$ cat config.mk
export PLATFORM = sky130hd
export DESIGN_NAME = seg_fade_chaser
export DESIGN_NICKNAME = d
export VERILOG_FILES = /design/src/rtl/seg_fade_pkg.sv /design/src/rtl/seg_fade_prescaler.sv /design/src/rtl/seg_fade_chaser.sv
export SDC_FILE = /design/constraint.sdc
export NUM_CORES = 1
export LEC_CHECK = 0
export BUFFER_PORTS_ARGS = -buffer_cell sky130_fd_sc_hd__buf_2
export CAP_MARGIN = 20
export CORE_AREA = 2 2 113 136
export CTS_CLUSTER_DIAMETER = 150
export DETAILED_ROUTE_END_ITERATION = 12
export DIE_AREA = 0 0 115 138
export GPL_ROUTABILITY_DRIVEN = 0
export PLACE_DENSITY = 0.68
export RECOVER_POWER = 100
export REMOVE_ABC_BUFFERS = 1
export SLEW_MARGIN = 40
export SYNTH_ARGS = -nofsm -noshare
export SYNTH_HDL_FRONTEND = slang
export SYNTH_SLANG_ARGS = --single-unit
$ cat constraint.sdc
create_clock -name clk -period 3.4 [get_ports clk]
set_input_delay 0.34 -clock clk [delete_from_list [all_inputs] [get_ports clk]]
set_output_delay 0.34 -clock clk [all_outputs]
set_load 0.005 [all_outputs]
$ cat src/rtl/seg_fade_pkg.sv
// seg_fade_pkg: mode/direction encodings and default parameters shared by the fade chaser.
package seg_fade_pkg;

  typedef enum logic [1:0] {
    MODE_FWD    = 2'b00,
    MODE_REV    = 2'b01,
    MODE_BOUNCE = 2'b10,
    MODE_HOLD   = 2'b11
  } mode_e;

  typedef enum logic {
    DIR_UP   = 1'b0,
    DIR_DOWN = 1'b1
  } dir_e;

  localparam int DEF_NCH          = 7;
  localparam int DEF_BRIGHT_W     = 4;
  localparam int DEF_PRESC_W      = 22;
  localparam int DEF_SEQ_LEN      = 8;
  localparam int DEF_COMMON_ANODE = 1;

endpackage

$ cat src/rtl/seg_fade_prescaler.sv
// seg_fade_prescaler: free-running divider producing a tick every period+1 enabled cycles.
module seg_fade_prescaler
  import seg_fade_pkg::*;
#(
  parameter int PRESC_W = DEF_PRESC_W
) (
  input  logic               clk,
  input  logic               reset,
  input  logic               enable,
  input  logic [PRESC_W-1:0] period,
  output logic               tick
);

  logic [PRESC_W-1:0] count;

  // A count already past a freshly shortened period ends the interval instead of wrapping the full range.
  assign tick = enable && (count >= period);

  // Count up while enabled and restart from zero after each tick.
  always_ff @(posedge clk) begin
    if (reset) begin
      count <= '0;
    end else if (tick) begin
      count <= '0;
    end else if (enable) begin
      count <= count + PRESC_W'(1);
    end
  end

endmodule

$ cat src/rtl/seg_fade_chaser.sv
// seg_fade_chaser: steps through a channel sequence, lights each visited channel fully and
// lets all channels decay, driving the LEDs through a per-channel PWM comparator.
module seg_fade_chaser
  import seg_fade_pkg::*;
#(
  parameter int  NCH          = DEF_NCH,
  parameter int  BRIGHT_W     = DEF_BRIGHT_W,
  parameter int  PRESC_W      = DEF_PRESC_W,
  parameter int  SEQ_LEN      = DEF_SEQ_LEN,
  parameter int  COMMON_ANODE = DEF_COMMON_ANODE,
  localparam int AW           = $clog2(SEQ_LEN),
  localparam int CW           = $clog2(NCH)
) (
  input  logic               clk,
  input  logic               reset,
  input  logic               enable,
  input  logic [PRESC_W-1:0] step_period,
  input  logic [PRESC_W-1:0] fade_period,
  input  logic [1:0]         fade_shift,
  input  logic [1:0]         mode,
  input  logic               seq_we,
  input  logic [AW-1:0]      seq_addr,
  input  logic [CW-1:0]      seq_wdata,
  output logic [NCH-1:0]     led_out,
  output logic [AW-1:0]      pos,
  output logic               step_pulse
);

  localparam logic [AW-1:0]       LAST_POS = AW'(SEQ_LEN - 1);
  localparam logic [AW-1:0]       ONE_POS  = AW'(1);
  localparam logic [BRIGHT_W-1:0] FULL     = '1;
  localparam logic                LED_OFF  = (COMMON_ANODE != 0);

  logic                step_tick;
  logic                fade_tick;
  mode_e               mode_sel;
  dir_e                dir_q;
  dir_e                dir_nxt;
  logic [AW-1:0]       pos_nxt;
  logic [CW-1:0]       seq_tab [SEQ_LEN];
  logic [CW-1:0]       load_ch;
  logic                load_valid;
  logic [BRIGHT_W-1:0] bright [NCH];
  logic [BRIGHT_W-1:0] pwm_cnt;

  assign mode_sel = mode_e'(mode);

  seg_fade_prescaler #(.PRESC_W(PRESC_W)) u_step_presc (
    .clk    (clk),
    .reset  (reset),
    .enable (enable),
    .period (step_period),
    .tick   (step_tick)
  );

  seg_fade_prescaler #(.PRESC_W(PRESC_W)) u_fade_presc (
    .clk    (clk),
    .reset  (reset),
    .enable (enable),
    .period (fade_period),
    .tick   (fade_tick)
  );

  // Next position and bounce direction for the coming step, chosen by the current mode.
  always_comb begin
    pos_nxt = pos;
    dir_nxt = dir_q;
    case (mode_sel)
      MODE_FWD: pos_nxt = (pos == LAST_POS) ? '0 : pos + ONE_POS;
      MODE_REV: pos_nxt = (pos == '0) ? LAST_POS : pos - ONE_POS;
      MODE_BOUNCE: begin
        if (dir_q == DIR_UP) begin
          if (pos == LAST_POS) begin
            dir_nxt = DIR_DOWN;
            pos_nxt = LAST_POS - ONE_POS;
          end else begin
            pos_nxt = pos + ONE_POS;
          end
        end else begin
          if (pos == '0) begin
            dir_nxt = DIR_UP;
            pos_nxt = ONE_POS;
          end else begin
            pos_nxt = pos - ONE_POS;
          end
        end
      end
      default: pos_nxt = pos;
    endcase
  end

  // Table entries naming a channel beyond NCH are placeholders that light nothing.
  assign load_ch    = seq_tab[pos_nxt];
  assign load_valid = step_tick && (int'(load_ch) < NCH);

  // Position, direction and the step strobe advance only on step ticks.
  always_ff @(posedge clk) begin
    if (reset) begin
      pos        <= '0;
      dir_q      <= DIR_UP;
      step_pulse <= 1'b0;
    end else begin
      step_pulse <= step_tick;
      if (step_tick) begin
        pos   <= pos_nxt;
        dir_q <= dir_nxt;
      end
    end
  end

  // Sequence table: identity-like default mapping, writable at any time including while disabled.
  always_ff @(posedge clk) begin
    if (reset) begin
      for (int i = 0; i < SEQ_LEN; i++) begin
        seq_tab[i] <= CW'(i % NCH);
      end
    end else if (seq_we && (int'(seq_addr) < SEQ_LEN)) begin
      seq_tab[seq_addr] <= seq_wdata;
    end
  end

  // Freshly stepped-onto channel goes to full, which wins over a coincident decay.
  always_ff @(posedge clk) begin
    if (reset) begin
      for (int i = 0; i < NCH; i++) begin
        bright[i] <= '0;
      end
    end else begin
      for (int i = 0; i < NCH; i++) begin
        if (load_valid && (int'(load_ch) == i)) begin
          bright[i] <= FULL;
        end else if (fade_tick) begin
          bright[i] <= bright[i] >> fade_shift;
        end
      end
    end
  end

  // PWM ramp keeps running while disabled so frozen brightness stays visible.
  always_ff @(posedge clk) begin
    if (reset) begin
      pwm_cnt <= '0;
    end else begin
      pwm_cnt <= pwm_cnt + BRIGHT_W'(1);
    end
  end

  // Registered LED drive, inverted for common-anode wiring so reset means dark.
  always_ff @(posedge clk) begin
    if (reset) begin
      led_out <= {NCH{LED_OFF}};
    end else begin
      for (int i = 0; i < NCH; i++) begin
        led_out[i] <= (bright[i] > pwm_cnt) ^ LED_OFF;
      end
    end
  end

endmodule

Word level (Yosys, flattened, before mapping). Memories as Yosys holds them, arrays and structs flattened. Index checks and enable logic that the tools add are counted.

Memories kept: 2. Bits in registers: 60. Bits in writable memories: 52.

Equality and inequality tests: 9. Bitwise logic cells: 21. Magnitude comparators: 10. Muxes and demuxes: 74. Reductions and logical operators: 17. Add/subtract/negate cells: 5. Shift operators: 7.

Memories: bright (words 7, width 4, rd ports 7, clocked after memory_dff 0, write ports 7, line seg_fade_chaser.sv:43) `logic [BRIGHT_W-1:0] bright [NCH];`; seq_tab (words 8, width 3, rd ports 1, clocked after memory_dff 0, write ports 8, line seg_fade_chaser.sv:40) `logic [CW-1:0] seq_tab [SEQ_LEN];`.

Operators with widths (count): 2-to-1 mux 4 bit (14); 2-to-1 mux 1 bit (52); adder 22 x 1 -> 22 bit (second input constant) (2); greater-or-equal comparator 22 bit (2); > comparator 4 bit (7); >> shifter 4 x 2 -> 4 bit (7); 2-to-1 mux 3 bit (7); == test 3 bit (second input constant) (5); bitwise OR 1 bit (14); logical AND 1 bit (10); case mux 3 bit (3 select lines) (1); inverter 1 bit (7); == test 3 x 2 -> 1 bit (second input constant) (2); logical NOT 3 bit (2); adder 4 x 1 -> 4 bit (second input constant) (1); OR reduction 2 bit (2); adder 3 x 1 -> 3 bit (second input constant) (1); less-than comparator 3 bit (second input constant) (1); OR reduction 3 bit (1); subtractor 3 x 1 -> 3 bit (second input constant) (1); == test 2 x 1 -> 1 bit (second input constant) (1); == test 2 bit (second input constant) (1); logical NOT 2 bit (1); AND reduction 2 bit (1).

Logic depth before layout (Yosys ltp). An unclocked memory read counts as a cell.

Depth after elaboration: 13. Gate-level depth with buffers: 11. Mapped depth without buffers: 9.

Cells and area by module. A second synthesis with hierarchy kept.

Cell total of the unflattened synthesis: 831. Area total of the unflattened synthesis: 7770.0 um^2.

By module, submodules not included: seg_fade_chaser (area each 4549.4 um^2, cells each 455, instances 1, sequential area each 1881.8 um^2); seg_fade_prescaler (area each 1610.3 um^2, cells each 188, instances 2, sequential area each 440.4 um^2).

Worst setup path after synthesis. No wires, ideal clock.

Kind: register to register. From: register pos[0]. To: memory bright[5][0] in the netlist's numbering, enable pin. Path slack: 296 ps. Library setup time: 322 ps. Stages on the path, launching flop included: 10. Required time: 3078 ps. Arrival time: 2782 ps. Cells stage by stage: dfxtp_1 ha_1 ha_1 or3_1 o21ai_2 a21oi_4 mux2_2 mux4_2 or4b_4 o211ai_1.

RTL lines: from (decl) (line seg_fade_chaser.sv:25) `output logic [AW-1:0] pos,`; from (signal assigned) (line seg_fade_chaser.sv:105) `pos <= pos_nxt;`; to (decl) (line seg_fade_chaser.sv:43).

==> results.yml <==
run_status:
  outcome: "completed"
synth:
  yosysUniqueCellTypes: 64
  dominantRegCellSynth: "dfxtp_1"
  post_synth.cell_area_avg_um2: 9.315
  synth_warnings: 0
  ys_seq_area_frac: 0.3872
  synthesis_stage_register_bit_count: 112
  syn_inst: 766
  synth_enable_flop_cells: 52
  synth.cell_area_um2: 7136
  asyncSetResetFlopFracSynth: 0
pwr:
  power_density_nw_per_um2: 376.4
  part_of_the_total_power_dissipated_in_sequential_elements: 0.495
  switching_pwr_w: 0.0007444
  ir_drop_mv: 0.2639
  clock_share_of_power: 0.387
  internal_power_w: 0.002269
  share_comb_of_total_power: 0.119
  power_leakage_nw: 3.454
  switching_fraction_of_total_power: 0.2471
drt:
  ant_nets: 0
  drt_first_iter_violations: 268
  route.detailed.wl_per_inst_um: 14.57
  first_pass_iteration_count_of_the_detailed_router: 4
  vias_per_instance: 5.419
  remaining_drc_errors: 0
  route.vias.total: 5533
  route.final.wire_length_um: 14870
sta:
  final-hold-violation-count: 0
  setup_slack_ns: 0.1390
  final_setup_tns_ns: 0
  holdWs_ns: 0.3608
  fin_worst_skew_ns: 0.009167
  setup_repair_after_global_routing_missed_its_margin: "false"
  slew_headroom: 0.1897
  final_max_slew_viols: 0
  timing.final.crit_share: 0.9591
  max_clock_freq_mhz: 306.7
  setup_viol_count_final: 0
  worst-slew-pin-transition_ns: 1.215
  period_needed_ns: 3.261
grt:
  grt_pass1_wl_um: 25760
  largest_net_degree_at_the_start_of_global_routing: 29
  antenna_found_initial: 0
  track_usage: 0.2002
  number_of_global_route_vias_before_repair: 5526
  gr-total-overflow: 0
clock_tree:
  post_cts.resized_instances: 0
  h-tree-depth: 3
  cts_buffer_depth: 2
  worst_setup_hold_path_clk_slew_ns: 0.08
  clkSinkCount: 112
  worstSkewPairLatency_ns: 0.36
  cts-buffers-inserted: 9
  clock_tree.root_cell: "clkbuf_16"
  post_cts_hold_buffer_count: 0
  cts_tree: "done"
placement:
  hpwl_um: 11210
  placed_cells: 1001
  port-buffer-count: 68
  detailedPlace.worstSlack_ns: -0.09139
die:
  die_h_um: 138
  design.core.area_um2: 14710
  floorplan.initialDensity: 0.4849
  ios: 69
  fp.dieArea_um2: 15870
  die_w_um: 115
  floorplan.rows: 49
setup_path:
  crit_type: "flip-flop to flip-flop"
  end_kind: "flip-flop"
  cell_mode_on_critical_path: "ha_1"
  worstPathMaxFanout: 12
  critical-path-top-delay-family: "simple AND/OR/NAND/NOR gates"
  timing.rr.start: "pos[0]"
  critical_path_source: "pos[0]"
  worst_path_largest_cell_delay_ns: 0.60
  crit_buf_inv: 1
  critPathSlowestCell: "mux4_2"
  cp.required_ns: 3.45
  worstPathArrival_ns: 3.31
  nature_of_the_critical_path_startpoint: "flip-flop"
  crit_chain: "ha_1 -> ha_1 -> or3_1 -> o21ai_2 -> a21oi_4 -> buf_4 -> mux2i_1 -> mux4_2 -> or4b_4 -> o211ai_1"
run:
  max_cap_violations: 0
cells_and_area:
  final_cells: 1021
  signed_area_change_from_the_synthesized_netlist_to_the_final_layout_pct: 12.19
  insertedDiodeCount: 0
  finalCoreUtilization: 0.5440
  final_nets: 976
  post_route_cells_drive_above_1_share: 0.1305
worst_hold_path:
  worst_hold_check_path_type: "input pin to flip-flop"
  min-delay-start: "seq_wdata[0]"
## cell families (layout without fill, tap and decap cells)
| family | after synthesis | count (layout) | share of synthesized area |
|---|---|---|---|
| mux | 36 | 36 | 0.06032 |
| compound gates | 138 | 138 | 0.1249 |
| buf+inv | 106 | 183 | 0.05769 |
| simple gates | 251 | 251 | 0.1769 |
| fa+ha+maj | 80 | 80 | 0.1403 |
| xor+xnor | 43 | 43 | 0.05278 |
| flops | 112 | 112 | 0.3872 |
## metal layers
layer,GRT usage,up-vias,part of all wire
met3,0.04165,22,0.039
met2,0.3480,88,0.50
met1,0.2461,2554,0.44
li1,-,2869,-
met5,0,-,0
met4,0.06341,0,0.019
## path summary, 6_finish.rpt
kind | endpoint | slack, ns | cells after the start
worst max-delay path | bright[5][1] | 0.14 | 10
worst min-delay path | seq_tab[3][0] | 0.36 | 2
worst max register to register | bright[5][1] | 0.14 | 10
worst min register to register | u_step_presc.count[21] | 0.52 | 2
## synthesized netlist by cell type, types with 5 or more instances
cell type  number  share of area
a211oi_1        7         0.0074
o22ai_1         6         0.0053
nand2_1        48          0.025
nand3_1        22          0.015
ha_1           80           0.14
mux4_2          5          0.016
o21ai_0        38          0.027
or2_2           7         0.0061
o221ai_1        6         0.0074
nor2b_1         7         0.0061
dfxtp_1        60           0.17
o31ai_1         5         0.0053
nor2_1         80          0.042
xnor2_1        17          0.021
nand4_1        19          0.017
and3_1         10         0.0088
nor3_1          5         0.0035
mux2i_1        25          0.035
mux2_2          6         0.0095
a21oi_1        38          0.027
nand2b_1       16          0.014
clkbuf_1       13         0.0068
inv_1          84          0.044
xor2_1         26          0.032
and2_1         16          0.014
edfxtp_1       52           0.22
## cell type report
cell class	instances	area, um2
repair buffers	82	419.2
well taps	178	222.7
multi-input cells	548	3954
clock buffers	9	225.2
fillers	1420	6709
clock inverters	7	102.6
flip-flops and latches	112	2763
inverters	85	319.1
## stage by stage
step                      area [um2]  total power [W]
after floorplan                 7043         0.001738
after global placement          7681         0.001869
after detailed placement        7681         0.001878
after CTS                       8039         0.003039
after global routing            8005         0.003154
final                           8005         0.003013
## cell usage in the layout, fill, tap and decap left out, types with 3 or more instances in the layout
cell type	instances
buf_4	8
ha_1	80
nand4_1	19
mux2i_1	25
mux2_2	6
or3_1	4
xor2_1	26
nor3_1	5
mux4_2	5
and4_1	4
a211oi_1	7
o21ai_0	38
o21a_1	4
o22ai_1	6
clkbuf_1	11
and3_1	10
nand2_1	48
inv_1	84
nor2_1	80
and2_0	14
nand2b_1	16
buf_2	61
or2_2	7
o211ai_1	3
xnor2_1	17
edfxtp_1	52
nor2b_1	7
a21oi_1	38
nand4b_1	3
o31ai_1	5
o221ai_1	6
clkbuf_16	9
nand3_1	22
dfxtp_1	60
nor4_1	4
o21bai_1	4
## power groups by stage
stage          sequential [W]  combinational (W)  clock (W)
3_3_place_gp          0.00152           0.000347          0
4_1_cts               0.00149           0.000362    0.00119
2_1_floorplan         0.00151           0.000228          0
5_1_grt               0.00150           0.000411    0.00125
6_report              0.00149           0.000357    0.00117
3_5_place_dp          0.00152           0.000356          0
## registers in the layout, summed over array words and instances (netlist names)
register	count
bright	28
seq_tab	24
u_fade_presc.count	22
u_step_presc.count	22
led_out	7
pwm_cnt	4
pos	3
dir_q	1
step_pulse	1
## repair_timing
action	CTS	global route
hold endpoints to repair	0	0
buffers inserted	4	0
setup endpoints to repair	6	0
(Power assumes the default switching activity.)
